===== src/rtl/hazard_ctrl.sv =====
// D-stage hazard and forwarding control for a 5-stage MIPS pipeline.
// Keeps a shadow E/M/W copy of dest/Tnew/we, and derives stall and the D operand bypass selects from it.

module hazard_opnd #(
  parameter int TNEW_W = 3
) (
  input  logic [4:0]        r,
  input  logic [2:0]        tuse,    // {tuse2, tuse1, tuse0}
  input  logic [4:0]        e_a3,
  input  logic [TNEW_W-1:0] e_tnew,
  input  logic              e_we,
  input  logic [4:0]        m_a3,
  input  logic [TNEW_W-1:0] m_tnew,
  input  logic              m_we,
  input  logic [4:0]        w_a3,
  input  logic              w_we,
  output logic              stall,
  output logic [1:0]        fwd
);
  logic              e_hit, m_hit, w_hit, use_any;
  logic [TNEW_W-1:0] tuse_v;

  assign e_hit   = e_we && (e_a3 == r) && (r != 5'd0);
  assign m_hit   = m_we && (m_a3 == r) && (r != 5'd0);
  assign w_hit   = w_we && (w_a3 == r) && (r != 5'd0);
  assign use_any = |tuse;

  // Lowest Tuse wins; no flag at all means the operand is never checked.
  always_comb begin
    tuse_v = TNEW_W'(2);
    if (tuse[0])      tuse_v = TNEW_W'(0);
    else if (tuse[1]) tuse_v = TNEW_W'(1);
  end

  assign stall = use_any && ((e_hit && (e_tnew > tuse_v)) ||
                             (m_hit && (m_tnew > tuse_v)));

  always_comb begin
    fwd = 2'd0;
    if (e_hit && (e_tnew == '0))      fwd = 2'd1;
    else if (m_hit && (m_tnew == '0)) fwd = 2'd2;
    else if (w_hit)                   fwd = 2'd3;
  end
endmodule

module hazard_ctrl #(
  parameter int TNEW_W = 3,
  parameter int CNT_W  = 32
) (
  input  logic              clk,
  input  logic              reset,
  input  logic [4:0]        d_rs,
  input  logic [4:0]        d_rt,
  input  logic              tuse_rs0,
  input  logic              tuse_rs1,
  input  logic              tuse_rt0,
  input  logic              tuse_rt1,
  input  logic              tuse_rt2,
  input  logic [TNEW_W-1:0] d_tnew,
  input  logic [4:0]        d_a3,
  input  logic              d_regwrite,
  output logic              stall,
  output logic              pc_en,
  output logic              fd_en,
  output logic              de_clr,
  output logic [1:0]        fwd_rs_d,
  output logic [1:0]        fwd_rt_d,
  output logic [CNT_W-1:0]  stall_cnt
);
  localparam int STAGES  = 2;
  localparam int NUM_OPS = 2;  // 0 = rs, 1 = rt

  // Write-enable shift register: [0]=E, [1]=M, [2]=W.
  logic [STAGES:0]   vld_pipe;
  logic [4:0]        e_a3, m_a3, w_a3;
  logic [TNEW_W-1:0] e_tnew, m_tnew;

  logic [NUM_OPS-1:0][4:0] op_reg;
  logic [NUM_OPS-1:0][2:0] op_tuse;
  logic [NUM_OPS-1:0][1:0] op_fwd;
  logic [NUM_OPS-1:0]      op_stall;

  assign op_reg[0]  = d_rs;
  assign op_reg[1]  = d_rt;
  assign op_tuse[0] = {1'b0, tuse_rs1, tuse_rs0};
  assign op_tuse[1] = {tuse_rt2, tuse_rt1, tuse_rt0};

  for (genvar i = 0; i < NUM_OPS; i++) begin : g_op
    hazard_opnd #(.TNEW_W(TNEW_W)) u_op (
      .r      (op_reg[i]),
      .tuse   (op_tuse[i]),
      .e_a3   (e_a3),
      .e_tnew (e_tnew),
      .e_we   (vld_pipe[0]),
      .m_a3   (m_a3),
      .m_tnew (m_tnew),
      .m_we   (vld_pipe[1]),
      .w_a3   (w_a3),
      .w_we   (vld_pipe[2]),
      .stall  (op_stall[i]),
      .fwd    (op_fwd[i])
    );
  end

  assign stall    = |op_stall;
  assign pc_en    = ~stall;
  assign fd_en    = ~stall;
  assign de_clr   = stall;
  assign fwd_rs_d = op_fwd[0];
  assign fwd_rt_d = op_fwd[1];

  always_ff @(posedge clk or posedge reset) begin
    if (reset) begin
      vld_pipe  <= '0;
      e_a3      <= '0;
      e_tnew    <= '0;
      m_a3      <= '0;
      m_tnew    <= '0;
      w_a3      <= '0;
      stall_cnt <= '0;
    end else begin
      vld_pipe <= {vld_pipe[STAGES-1:0], d_regwrite & ~stall};
      e_a3     <= stall ? 5'd0 : d_a3;
      e_tnew   <= stall ? '0 : d_tnew;
      m_a3     <= e_a3;
      // Tnew decays toward zero and must not wrap past it.
      m_tnew   <= (e_tnew == '0) ? '0 : e_tnew - TNEW_W'(1);
      w_a3     <= m_a3;
      if (stall) stall_cnt <= stall_cnt + CNT_W'(1);
    end
  end
endmodule


===== config.mk =====
export PLATFORM = sky130hd
export DESIGN_NAME = hazard_ctrl
export DESIGN_NICKNAME = d
export VERILOG_FILES = /design/src/rtl/hazard_ctrl.sv
export SDC_FILE = /design/constraint.sdc
export NUM_CORES = 1
export LEC_CHECK = 0
export CAP_MARGIN = 30
export CORE_ASPECT_RATIO = 1.1
export CORE_MARGIN = 3
export CORE_UTILIZATION = 36
export DETAILED_ROUTE_END_ITERATION = 8
export GPL_TIMING_DRIVEN = 0
export HOLD_SLACK_MARGIN = 0.15
export PLACE_DENSITY = 0.67
export SETUP_SLACK_MARGIN = 0.1
export SLEW_MARGIN = 20
export SYNTH_ARGS = -nofsm -noshare
export SYNTH_HDL_FRONTEND = slang
export SYNTH_HIERARCHICAL = 1
export SYNTH_SLANG_ARGS = --single-unit

===== constraint.sdc =====
create_clock -name clk -period 6.3 [get_ports clk]
set_input_delay 0.63 -clock clk [delete_from_list [all_inputs] [get_ports clk]]
set_output_delay 0.63 -clock clk [all_outputs]
set_load 0.05 [all_outputs]

# Word level (Yosys, flattened, before mapping)
# Cells that the tools add are included.
[totals] out_inout_bits=40 ff_bits=56 in_bits=26 wordCells=65
[classes] muxes=13 addsub=2 bitwise_logic=2 n_reduce_logical=31 order_cmp=4 eq_ne=6
[ops] operator="adder 32 x 1 -> 32 bit, second input constant" count=1
[ops] operator="== test 5 bit" count=6
[ops] operator="logical AND 1 bit" count=22
[ops] operator="2-to-1 mux 2 bit" count=8
[ops] operator="> comparator 3 bit" count=4
[ops] operator="2-to-1 mux 3 bit" count=4
[ops] operator="nonzero test 5 bit" count=2
[ops] operator="logical NOT 3 bit" count=2
[ops] operator="2-to-1 mux 5 bit" count=1
[ops] operator="OR reduction 2 bit" count=2
[ops] operator="OR reduction 3 bit" count=1
[ops] operator="subtractor 3 x 1 -> 3 bit, second input constant" count=1
[ops] operator="logical OR 1 bit" count=2
[ops] operator="AND 1 bit" count=1
[ops] operator="NOT 1 bit" count=1

# Logic depth before layout (Yosys ltp)
# Gate-level depths: netlist of run 1.
[logic_depth] ltp_word=9 mapped_depth=11 ltp_nobuf=10

# By module
# The synthesis of run 1 kept the hierarchy.
[modules_own_cells] mod="hazard_ctrl" seq_area_each_um2=1401.3 instances=1 cells_each=166 area_per_inst_um2=2170.8
[modules_own_cells] mod="hazard_opnd" seq_area_each_um2=0.0 instances=2 cells_each=46 area_per_inst_um2=357.8

# Least setup slack after synthesis of run 1
# Ideal clock, no wire load.
[synth_path] path_type="input -> output" start="in tuse_rt0" end="out pc_en" t_required_ps=5670 t_arrival_ps=3024 slack_ps=2646 stages=9 n_path_buf=2 path_cell_list="or2_2 ha_1 nor2b_1 a2bb2oi_1 o22a_1 a22o_1 nor2_1 clkbuf_1 buf_4"
[synth_between] elab_chain_cells=7 elab_cells_between_ends=10 classes_between="order compare: 2; mux: 1; bitwise: 1; reduce/logical: 6"
[synth_lines] item="from (decl)" line="56" source="input logic tuse_rt0,"
[synth_lines] item="2-to-1 mux 3 bit" line="31" source="if (tuse[0]) tuse_v = TNEW_W'(0);"
[synth_lines] item="> comparator 3 bit, on equally long branches" line="35, 36"
[synth_lines] item="logical AND 1 bit, on equally long branches" line="35, 36"
[synth_lines] item="logical OR 1 bit" line="35" source="assign stall = use_any && ((e_hit && (e_tnew > tuse_v)) ||"
[synth_lines] item="logical AND 1 bit (*)" line="35"
[synth_lines] item="net op_stall[1]" line="81" source="logic [NUM_OPS-1:0] op_stall;"
[synth_lines] item="OR reduction 2 bit (*)" line="105" source="assign stall = |op_stall;"
[synth_lines] item="NOT 1 bit (*)"
[synth_lines] item="to (decl)" line="63" source="output logic pc_en,"
# Mark *: on every way through the listed nets, which the timed path passes. The rest lies on a longest branch.

# Worst setup path in the final report of run 1
[layout_path] start="in tuse_rt0" end="out pc_en"
[layout_between] elab_chain_cells=7 elab_cells_between_ends=10 classes_between="order compare: 2; mux: 1; bitwise: 1; reduce/logical: 6"
[layout_lines] item="2-to-1 mux 3 bit" line="31"
[layout_lines] item="> comparator 3 bit, on equally long branches" line="35, 36"
[layout_lines] item="logical AND 1 bit, on equally long branches" line="35, 36"
[layout_lines] item="logical OR 1 bit" line="35"
[layout_lines] item="logical AND 1 bit (*)" line="35"
[layout_lines] item="net op_stall[1]" line="81"
[layout_lines] item="OR reduction 2 bit (*)" line="105"
[layout_lines] item="NOT 1 bit (*)" line="106" source="assign pc_en = ~stall;"
# Marks and branches as above.

==> flow_metrics.py, run 1 <==
metrics = {
    "run_status": {
        "outcome": "complete, no violations",
    },
    "clock_tree": {
        "cts_made_buffers": 5,
        "cts-resized-gates": 0,
        "htree_levels": 2,
        "clkSinkCount": 56,
        "clk-insertion-delay-late_ns": 0.30,
        "cts-root-buf": "clkbuf_8",
        "post_cts_buffers": 0,
        "hold_buffers": 0,
        "clk_pin_slew_worst_paths_ns": 0.10,
        "cts_tree": "done",
        "clock_path_buffers": 2,
    },
    "critical_path": {
        "crit_arrival_ns": 4.00,
        "crit_slowest_cell": "clkdlybuf4s50_1",
        "end_kind": "output port",
        "crit_fanout": 11,
        "crit_type": "input port to output port",
        "cp_num_buf_inv": 4,
        "path_delay_family": "buffers and inverters",
        "r2r_start": "e_a3[3]$_DFF_PP0_",
        "crit_required_ns": 5.67,
        "rrSetupSlack_ns": 3.50,
        "r2r-end": "stall_cnt[28]$_DFFE_PP0P_",
        "path_cells": "clkdlybuf4s50_1, or2_2, ha_1, nor2b_1, a2bb2oi_1, o22a_1, a22o_1, nor2_1, clkbuf_1, buf_4, clkdlybuf4s50_1",
        "cp_slowest_stage_delay_ns": 0.79,
        "ff2ff_path_depth": 9,
        "cpMostUsedCell": "clkdlybuf4s50_1",
        "startpoint_type": "input port",
    },
    "synthesis": {
        "synth_top_cell_by_area": "dfrtp_1",
        "syn_inst": 258,
        "yosys_warnings": 6,
        "synth_edf_count": 0,
        "synth_ff_type": "dfrtp_1",
        "synth_seq_area_share": 0.485,
        "async_flop_share": 1.00,
        "synth.area.top_cells": "dfrtp_1, xnor2_1, ha_1",
        "synth_top_area_frac": 0.485,
        "syn_area_mm2": 0.00289,
        "synth-seq-cells": 56,
        "syn_area_per_cell_um2": 11.2,
        "ys_types": 38,
    },
    "final_layout": {
        "drive_gt1_frac": 0.0633,
        "stdcell_count": 437,
        "nets": 368,
        "area_growth_syn_to_layout_pct": 30.5,
        "n_fill_cell": 720,
        "antenna_cells": 0,
    },
    "timing": {
        "fin_skew_ns": 0.00488,
        "hold_viol": 0,
        "period_needed_ns": 4.63,
        "fmax_mhz": 216,
        "tightest_slew_ns": 0.692,
        "slew_viol_final": 0,
        "rsz0062_at_grt": "no",
        "timing.slew.headroom": 0.538,
        "fin_ws_ns": 1.67,
        "fin_tns_setup_ns": 0,
        "finalSetupViolCount": 0,
        "post-route-period-util": 0.735,
    },
    "grt": {
        "grt_start_max_net_pins": 57,
        "track_usage": 0.143,
        "antenna_found_initial": 0,
        "grt_pass1_wl_um": 10700,
        "globalRoute.totalOverflow": 0,
        "grt_pass1_vias": 2215,
    },
    "floorplanning": {
        "rows": 33,
        "die_w_um": 91.4,
        "start_util": 0.378,
        "core_mm2": 0.00764,
        "die_h_um": 99.9,
        "fp.dieArea_mm2": 0.00913,
        "io_pins": 66,
    },
    "flow_run": {
        "drv_cap": 0,
    },
    "hold_path": {
        "min-delay-start": "vld_pipe[0]$_DFF_PP0_",
        "hold_path_end": "vld_pipe[1]$_DFF_PP0_",
        "holdPathStages": 0,
        "hold_path_class": "register to register",
    },
    "route": {
        "postRouteWirelength_um": 6150,
        "vias_per_cell": 4.90,
        "dr_total_vias": 2141,
        "drt_pass1_iterations": 4,
        "drtAntennaViolNets": 0,
        "routedWlPerCell_um": 14.1,
        "post-route-drc-count": 0,
        "drt-initial-drc-count": 93,
    },
    "pwr": {
        "power.leakage_uw": 0.00158,
        "cellPowerDensity_mw_per_mm2": 203,
        "ir_drop_mv": 0.0918,
        "power_uw": 766,
    },
    "placed_design": {
        "gp_congestion": 0.792,
        "dp_hpwl_um": 4550,
        "io_buffers": 65,
        "place_inst": 429,
        "pre_cts_ws_ns": 1.64,
    },
}
[cell usage in the layout, fill, tap and decap left out, types with 2 or more instances in the layout]
cell | synthesis | final
a2bb2oi_1 | 4 | 4
buf_4 | 2 | 2
o22a_1 | 4 | 4
conb_1 | 1 | 2
or3_1 | 2 | 2
or4_1 | 4 | 4
dfrtp_1 | 56 | 56
nand3_1 | 10 | 10
clkdlybuf4s50_1 | 0 | 65
a22o_1 | 2 | 2
xnor2_1 | 51 | 51
clkbuf_8 | 0 | 6
nor4_1 | 2 | 2
nand2_1 | 12 | 12
nand4_1 | 20 | 20
nor4b_1 | 2 | 2
clkinv_2 | 0 | 2
nor2_2 | 2 | 2
o2bb2ai_1 | 2 | 2
and2_1 | 10 | 10
inv_1 | 9 | 8
and4_1 | 2 | 2
or2_2 | 2 | 2
a22oi_1 | 2 | 2
buf_2 | 2 | 2
ha_1 | 11 | 11
xor2_1 | 10 | 10
nor2b_1 | 6 | 6
nor2_1 | 5 | 5
and3_1 | 5 | 5
nor3_1 | 8 | 8
[logic make-up after synthesis]
| logic type | synth area share |
|---|---|
| XOR/XNOR | 0.185 |
| multiplexers | 0.00390 |
| other | 0.00130 |
| adder cells (fa/ha/maj) | 0.0477 |
| flip-flops | 0.485 |
| AO/OA/AOI/OAI | 0.0498 |
| AND/OR/NAND/NOR | 0.204 |
| buffers and inverters | 0.0230 |
[through the flow]
step / hold slack [ns] / instance area (um2) / utilization
5_1_grt: 0.449 / 3770 / 0.493
3_3_place_gp: 0.391 / 3670 / 0.481
2_1_floorplan: 0.373 / 2890 / -
4_1_cts: 0.430 / 3770 / 0.493
6_report: 0.416 / 3770 / 0.493
3_5_place_dp: 0.402 / 3670 / 0.481
[worst max-delay path by stage]
| stage | from | end | slack (ns) | cells after the start |
|---|---|---|---|---|
| after floorplan | tuse_rt0 | pc_en | 2.65 | 9 |
| after global placement | tuse_rt0 | pc_en | 1.68 | 11 |
| after detailed placement | tuse_rt0 | pc_en | 1.64 | 11 |
| after CTS | tuse_rt0 | pc_en | 1.62 | 11 |
| after global routing | tuse_rt0 | pc_en | 1.44 | 11 |
| final | tuse_rt0 | pc_en | 1.67 | 11 |
[layout make-up]
cell class	instances	area, um2	share of cell area
multi-input cells	188	1420	0.378
flip-flops and latches	56	1400	0.372
repair buffers	65	651	0.173
well taps	105	131	0.0349
clock buffers	6	82.6	0.0219
inverters	9	36.3	0.00963
plain buffers	6	32.5	0.00864
clock inverters	2	10.0	0.00266
[state kept, by name (all words and copies together), names as in the netlist]
name       count
vld_pipe       3
stall_cnt     32
m_a3           5
m_tnew         3
e_a3           5
e_tnew         3
w_a3           5
[synthesized netlist by cell type (5+ instances only)]
master / n
and3_1: 5
and2_1: 10
ha_1: 11
xor2_1: 10
nor2_1: 5
inv_1: 9
nand2_1: 12
nor2b_1: 6
xnor2_1: 51
nor3_1: 8
dfrtp_1: 56
nand3_1: 10
nand4_1: 20
[metal layers]
metal,part of all wire,global-route usage
met1,0.44,0.191
met2,0.49,0.233
met3,0.064,0.0397
met4,0,0.0313
met5,0,0
[power breakdown]
part | total [uW] | switching (uW) | internal (uW)
Sequential | 405 | 25.0 | 380
Combinational | 159 | 85.2 | 74.0
Clock | 202 | 114 | 88.1
(Power assumes the default switching activity.)
==> run 2, diff against run 1 <==
==> constraint.sdc (replaced) <==
create_clock -name clk -period 4.3 [get_ports clk]
set_input_delay 0.43 -clock clk [delete_from_list [all_inputs] [get_ports clk]]
set_output_delay 0.43 -clock clk [all_outputs]
set_load 0.05 [all_outputs]
==> flow_metrics.py, run 2 (synthesis results as in run 1) <==
metrics = {
    "grt": {
        "track_usage": 0.143,
        "grt_pass1_wl_um": 10700,
        "grt_pass1_vias": 2215,
        "grt_start_max_net_pins": 57,
        "antenna_found_initial": 0,
        "globalRoute.totalOverflow": 0,
    },
    "route": {
        "post-route-drc-count": 0,
        "drtAntennaViolNets": 0,
        "drt-initial-drc-count": 93,
        "postRouteWirelength_um": 6160,
        "routedWlPerCell_um": 14.1,
        "dr_total_vias": 2138,
        "drt_pass1_iterations": 5,
        "vias_per_cell": 4.89,
    },
    "timing": {
        "fmax_mhz": 253,
        "post-route-period-util": 0.919,
        "timing.slew.headroom": 0.538,
        "fin_skew_ns": 0.00488,
        "hold_viol": 0,
        "rsz0062_at_grt": "no",
        "period_needed_ns": 3.95,
        "slew_viol_final": 0,
        "fin_tns_setup_ns": 0,
        "tightest_slew_ns": 0.693,
        "finalSetupViolCount": 0,
    },
    "clock_tree": {
        "hold_buffers": 0,
        "clk_pin_slew_worst_paths_ns": 0.10,
        "clock_path_buffers": 2,
        "cts_tree": "done",
        "clk-insertion-delay-late_ns": 0.30,
        "cts-root-buf": "clkbuf_8",
        "cts_made_buffers": 5,
        "clkSinkCount": 56,
        "post_cts_buffers": 0,
        "htree_levels": 2,
    },
    "flow_run": {
        "drv_cap": 0,
    },
    "final_layout": {
        "final_common_cell": "clkdlybuf4s50_1",
        "nets": 368,
        "largest_register_ffs": 32,
        "stdcell_count": 437,
        "multi_input_area_mm2": 0.00142,
        "final_util": 0.493,
        "area_growth_syn_to_layout_pct": 30.6,
        "n_fill_cell": 721,
        "drive_gt1_frac": 0.0633,
        "seqCellArea_mm2": 0.00140,
        "antenna_cells": 0,
        "mostFrequentLayoutCells": "clkdlybuf4s50_1, dfrtp_1, xnor2_1",
        "max_flop_register": "stall_cnt",
    },
    "hold_path": {
        "hold_path_class": "register to register",
        "min-delay-start": "vld_pipe[0]$_DFF_PP0_",
        "hold_path_end": "vld_pipe[1]$_DFF_PP0_",
        "holdPathStages": 0,
    },
    "critical_path": {
        "end_kind": "output port",
        "crit_fanout": 11,
        "crit_type": "input port to output port",
        "rrSetupSlack_ns": 1.50,
        "r2r-end": "stall_cnt[28]$_DFFE_PP0P_",
        "crit_required_ns": 3.87,
        "crit_arrival_ns": 3.52,
        "r2r_start": "e_a3[3]$_DFF_PP0_",
        "startpoint_type": "input port",
        "ff2ff_path_depth": 9,
    },
    "pwr": {
        "ir_drop_mv": 0.134,
        "cellPowerDensity_mw_per_mm2": 298,
        "power.leakage_uw": 0.00158,
        "power_uw": 1120,
    },
    "floorplanning": {
        "die_w_um": 91.4,
        "rows": 33,
        "die_h_um": 99.9,
        "fp.dieArea_mm2": 0.00913,
        "core_mm2": 0.00764,
        "io_pins": 66,
        "start_util": 0.378,
    },
    "placed_design": {
        "dp_hpwl_um": 4550,
        "gp_congestion": 0.792,
        "io_buffers": 65,
        "place_inst": 429,
    },
    "run_status": {
        "outcome": "complete, no violations",
    },
}
run 2: area by class of cell:
type,count,share of cell area
flip-flops and latches,56,0.372
plain buffers,6,0.00863
inverters,9,0.00963
well taps,105,0.0349
clock buffers,6,0.0219
multi-input cells,188,0.377
repair buffers,65,0.173
clock inverters,2,0.00266
run 2: power breakdown:
part           internal (uW)  switching, uW  leakage (uW)  total, uW
clock                    129            167     0.0000510        296
sequential               556           36.7      0.000727        593
combinational            108            125      0.000805        233
total                    794            328       0.00158       1120
run 2: what timing repair did:
item                       CTS  global route
hold endpoints to repair     0             0
setup endpoints to repair    1             1
cloned                       0             0
gates resized for setup      1             1
run 2: critical path, stage by stage:
cell	delay, ns
clkdlybuf4s50_1	0.41
or2_2	0.34
ha_1	0.30
nor2b_1	0.13
a2bb2oi_1	0.12
o22a_1	0.17
a22o_1	0.28
nor2_1	0.26
clkbuf_1	0.37
buf_4	0.18
dlygate4sd2_1	0.52
run 2: worst max path at each step:
| stage | from | end | slack (ns) | cells past startpoint |
|---|---|---|---|---|
| 3_3_place_gp | tuse_rt0 | pc_en | 0.08 | 11 |
| 3_5_place_dp | tuse_rt0 | pc_en | 0.04 | 11 |
| 4_1_cts | tuse_rt0 | fd_en | 0.10 | 10 |
| 6_report | tuse_rt0 | pc_en | 0.35 | 11 |
| 2_1_floorplan | tuse_rt0 | pc_en | 1.05 | 9 |
| 5_1_grt | tuse_rt0 | pc_en | 0.12 | 11 |
run 2: routing by layer:
metal / global-route usage / vias up / part of all wire
li1: - / 1044 / -
met1: 0.191 / 1024 / 0.44
met2: 0.233 / 70 / 0.49
met3: 0.0397 / 0 / 0.064
met4: 0.0313 / 0 / 0
met5: 0 / - / 0
run 2: metrics by stage:
step | hold slack (ns) | setup slack [ns] | area, um2
final | 0.416 | 0.347 | 3770
after global routing | 0.449 | 0.121 | 3770
after CTS | 0.430 | 0.104 | 3770
after detailed placement | 0.402 | 0.0350 | 3670
after global placement | 0.391 | 0.0772 | 3670
after floorplan | 0.373 | 1.05 | 2890
